==> src/rtl/l2_rsp_out_packetizer.sv <==
// l2_rsp_out_packetizer: serializes L2 coherence responses into header + masked data NoC flits
module l2_rsp_out_packetizer #(
    parameter int WORD_BITS      = 64,
    parameter int WORDS_PER_LINE = 2,
    parameter int FLIT_BITS      = 64,
    parameter int MSG_BITS       = 5,
    parameter int REQ_ID_BITS    = 4,
    parameter int DEST_BITS      = 4,
    parameter int LINE_ADDR_BITS = 28
) (
    input  logic                                clk,
    input  logic                                rst,
    input  logic                                l2_rsp_out_valid,
    output logic                                l2_rsp_out_ready,
    input  logic [MSG_BITS-1:0]                 rsp_coh_msg,
    input  logic [REQ_ID_BITS-1:0]              rsp_req_id,
    input  logic [DEST_BITS-1:0]                rsp_to_req,
    input  logic [LINE_ADDR_BITS-1:0]           rsp_addr,
    input  logic [WORD_BITS*WORDS_PER_LINE-1:0] rsp_line,
    input  logic [WORDS_PER_LINE-1:0]           rsp_word_mask,
    input  logic                                rsp_has_data,
    output logic                                noc_valid,
    input  logic                                noc_ready,
    output logic [FLIT_BITS-1:0]                noc_data,
    output logic                                noc_head,
    output logic                                noc_tail,
    output logic                                busy
);
    localparam int HDR_BITS = MSG_BITS + WORDS_PER_LINE + REQ_ID_BITS + DEST_BITS + LINE_ADDR_BITS;
    localparam int WI = (WORDS_PER_LINE > 1) ? $clog2(WORDS_PER_LINE) : 1;

    typedef enum logic [1:0] {IDLE, HEAD, DATA} state_t;

    state_t                              state, state_d;
    logic [WI-1:0]                       widx, widx_d, first_idx, next_idx;
    logic                                has_next, data_needed, tail, fire, accept;
    logic [MSG_BITS-1:0]                 coh_msg;
    logic [REQ_ID_BITS-1:0]              req_id;
    logic [DEST_BITS-1:0]                to_req;
    logic [LINE_ADDR_BITS-1:0]           addr;
    logic [WORD_BITS*WORDS_PER_LINE-1:0] line;
    logic [WORDS_PER_LINE-1:0]           mask;
    logic                                has_data;
    logic [WORD_BITS-1:0]                word;
    logic [FLIT_BITS-1:0]                hdr, dat;

    // mask scan: lowest set bit, next set bit above widx, and the current word
    always_comb begin
        first_idx = '0;
        next_idx  = '0;
        has_next  = 1'b0;
        word      = '0;
        for (int i = WORDS_PER_LINE - 1; i >= 0; i--) begin
            if (mask[i]) first_idx = WI'(i);
            if (mask[i] && WI'(i) > widx) begin
                next_idx = WI'(i);
                has_next = 1'b1;
            end
            if (WI'(i) == widx) word = line[i*WORD_BITS +: WORD_BITS];
        end
    end

    // flit payload formatting, upper bits zero
    always_comb begin
        hdr = '0;
        hdr[HDR_BITS-1:0] = {addr, to_req, req_id, mask, coh_msg};
        dat = '0;
        dat[WORD_BITS-1:0] = word;
    end

    assign data_needed      = has_data & (|mask);
    assign tail             = (state == HEAD) ? !data_needed : !has_next;
    assign noc_valid        = !rst && state != IDLE;
    assign noc_head         = noc_valid && state == HEAD;
    assign noc_tail         = noc_valid & tail;
    assign noc_data         = !noc_valid ? '0 : (state == HEAD) ? hdr : dat;
    assign busy             = noc_valid;
    assign fire             = noc_valid & noc_ready;
    assign l2_rsp_out_ready = !rst && (state == IDLE || (fire && tail));
    assign accept           = l2_rsp_out_valid & l2_rsp_out_ready;

    // next state: advance on flit handshake, refill on accept (tail cycle or idle)
    always_comb begin
        state_d = state;
        widx_d  = widx;
        if (fire) begin
            state_d = tail ? IDLE : DATA;
            widx_d  = tail ? '0 : (state == HEAD) ? first_idx : next_idx;
        end
        if (accept) begin
            state_d = HEAD;
            widx_d  = '0;
        end
    end

    // state and message capture registers
    always_ff @(posedge clk) begin
        if (rst) begin
            state    <= IDLE;
            widx     <= '0;
            coh_msg  <= '0;
            req_id   <= '0;
            to_req   <= '0;
            addr     <= '0;
            line     <= '0;
            mask     <= '0;
            has_data <= 1'b0;
        end else begin
            state <= state_d;
            widx  <= widx_d;
            if (accept) begin
                coh_msg  <= rsp_coh_msg;
                req_id   <= rsp_req_id;
                to_req   <= rsp_to_req;
                addr     <= rsp_addr;
                line     <= rsp_line;
                mask     <= rsp_word_mask;
                has_data <= rsp_has_data;
            end
        end
    end
endmodule
==> config.mk <==
export PLATFORM = sky130hd
export DESIGN_NAME = l2_rsp_out_packetizer
export DESIGN_NICKNAME = d
export VERILOG_FILES = /design/src/rtl/l2_rsp_out_packetizer.sv
export SDC_FILE = /design/constraint.sdc
export NUM_CORES = 1
export LEC_CHECK = 0
export CAP_MARGIN = 5
export CELL_PAD_IN_SITES_DETAIL_PLACEMENT = 2
export CELL_PAD_IN_SITES_GLOBAL_PLACEMENT = 2
export CORE_ASPECT_RATIO = 2
export CORE_UTILIZATION = 32
export DETAILED_ROUTE_END_ITERATION = 8
export GPL_TIMING_DRIVEN = 0
export PLACE_DENSITY = 0.88
export SLEW_MARGIN = 10
export SYNTH_ARGS = -nofsm -noshare
export SYNTH_HDL_FRONTEND = slang
export SYNTH_SLANG_ARGS = --single-unit
==> constraint.sdc <==
create_clock -name clk -period 4.2 [get_ports clk]
set_input_delay 0.63 -clock clk [delete_from_list [all_inputs] [get_ports clk]]
set_output_delay 0.63 -clock clk [all_outputs]
set_load 0.03 [all_outputs]
==> out/metrics.cfg <==
[setup_path]
r2r-end=to_req[1]$_SDFFE_PP0P_
worstReg2RegStart=widx$_SDFFE_PP0P_
critPathRequiredTime_ps=3570
r2r_cells=7
cp-start-kind=input port
r2r_setup_slack_ps=2420
crit_path_end_kind=primary output
cp.arrival_ps=3170
critical_path.max_fanout=10
crit_type=in2out

[timing]
min_period_ps=3795
drv_slew=0
skew_ps=8.497
hold_slack_ps=477.9
tightest_slew_ps=818.1
fmax_ghz=0.2635
hold_viol=0
rsz0062_at_grt=no
fin_setup_tns_ps=0
setup_violations=0
worst_slew_margin_rel=0.4546
period_share=0.9037

[clock_network]
cts_resized=0
clk_latency_ps=450
path_clk_slew_ps=60
cts_tree=done
cts.path.max_buffers=2
clkSinkCount=175
htreeDepth=4
post-cts-setup-buffers=0
clock-root-buffer=clkbuf_16
cts-buffers-inserted=17
postCtsHoldBufs=0

[routing]
dr.pass1.iters=4
route.vias.total=7820
ant_nets=0
wl_um=34570
via_per_inst=4.891
drcViolationCount=0
drt_iter0_markers=203
wire_per_inst_um=21.62

[floorplan]
initial_core_util=0.3279
die_y_um=242.9
ios=245
fp-row-count=87
fp.dieW_um=122.4
dieArea_mm2=0.02973
coreArea_mm2=0.02830

[yosys]
synthFlopType=dfxtp_1
synthTopCellsByCount=345 x nand2b_1, 236 x mux2i_1, 175 x dfxtp_1, 49 x clkbuf_1, 43 x nand2_1
synth_seq_cells=175
ys_seq_area_frac=0.3775
synthTopCellsByArea=dfxtp_1 38%, mux2i_1 25%, nand2b_1 23%
synth_edf_count=0
synthMostInstantiatedCell=nand2b_1
synth-async-reset-ratio=0
synth.largest_area_cell=dfxtp_1
syn_area_mm2=0.009281
netlist_instances=965
yosysWarnings=0
synth_nets=1141
synth_largest_type_area_fraction=0.3775
synth.distinct_cells=26
syn_avg_cell_area_um2=9.618

[power]
p_per_area_mw_per_mm2=327.5
comb_power_share=0.184
switching_share=0.2626
p_int_mw=3.073
pwr-share-clk=0.372
ir_drop_v=0.0002848
power_frac_seq=0.445
switchingPower_mw=1.094
static-leakage-power_nw=4.926
power_mw=4.167

[worst_hold_path]
min_to=line[68]$_SDFFE_PP0P_
min_path_type=reg2reg
min_from=line[68]$_SDFFE_PP0P_
holdPathStages=2

[global_route]
antenna_found_initial=5
grt_max_degree=17
grt_overflow_total=0
grt_pass1_vias=9257
grt_pass1_wl_um=52250
grtUsageTotal=0.2407

[final_layout]
final_layout_size_suffix_gt1_frac=0.05008
area_growth_pct=37.07
final_area_mm2=0.01272
final_nets=1403

[placed_design]
place_congestion=0.8046
hpwl_um=26570
dpl_cell_area_mm2=0.01216
place.port_buffers=243

[flow_run]
cap_violations=0

[outcome]
outcome=completed

-- worst max-delay path by stage --
stage / endpoint / startpoint / slack [ps]
floorplan: noc_tail / rst / 1420
global placement: noc_data[37] / rst / 410
detailed placement: noc_data[29] / rst / 370
CTS: noc_data[29] / rst / 350
global route: noc_data[29] / rst / 240
finish: noc_data[29] / rst / 400
-- cell type report --
type	count	area [um2]
Antenna cell	5	12.51
Buffer	79	621.8
Clock buffer	24	491.7
Clock inverter	6	58.81
Fill cell	3052	15580
Inverter	1	3.754
Multi-Input combinational cell	710	5152
Sequential cell	175	3503
Tap cell	356	445.4
Timing Repair Buffer	243	2432
-- power groups by stage --
stage / sequential [mW] / clock (mW) / combinational (mW)
detailed placement: 1.89 / 0 / 0.773
global route: 1.86 / 1.65 / 0.821
floorplan: 1.86 / 0 / 0.441
CTS: 1.85 / 1.59 / 0.782
global placement: 1.88 / 0 / 0.746
finish: 1.85 / 1.55 / 0.765
-- sequential cells by signal (all words and copies together) (netlist names) --
name / count
addr: 28
coh_msg: 5
has_data: 1
line: 128
mask: 2
req_id: 4
state: 2
to_req: 4
widx: 1
-- cells in the final DEF, fill, tap and decap left out, types with 5 or more instances in the layout --
cell type,count
clkdlybuf4s50_1,243
clkbuf_1,52
clkbuf_16,17
o21ai_1,39
nand2_1,43
buf_2,10
dfxtp_1,175
buf_12,19
nor2_1,28
mux2i_1,236
diode_2,5
nand2b_1,345
-- per-stage QoR --
stage | cells | setup slack [ps] | util
2_1_floorplan | 965 | 1421 | -
3_3_place_gp | 1564 | 414.8 | 0.4296
3_5_place_dp | 1564 | 365.1 | 0.4296
4_1_cts | 1594 | 352.4 | 0.4491
5_1_grt | 1599 | 243.4 | 0.4495
6_report | 1599 | 404.6 | 0.4495
-- worst max-delay path, stage by stage --
cell and delay [ps]:
clkbuf_1 390, nand2b_1 180, clkbuf_1 580, clkbuf_1 490, o21ai_1 250, clkdlybuf4s50_1 650
-- cell families (layout without fill, tap and decap cells) --
family | count (synthesis) | count (layout) | synth area share
multiplexers | 236 | 236 | 0.2545
buffers and inverters | 80 | 353 | 0.06740
flip-flops | 175 | 175 | 0.3775
AO/OA/AOI/OAI | 50 | 50 | 0.03087
other | 0 | 5 | 0
AND/OR/NAND/NOR | 424 | 424 | 0.2697
-- routing by layer --
layer | vias up | track usage | part of all wire
met4 | 0 | 0.1417 | 0.048
met2 | 207 | 0.4739 | 0.59
met1 | 3848 | 0.2197 | 0.34
li1 | 3688 | - | -
met3 | 77 | 0.04065 | 0.025
met5 | - | 0 | 0
No activity file was read; power rests on OpenSTA's default activity.
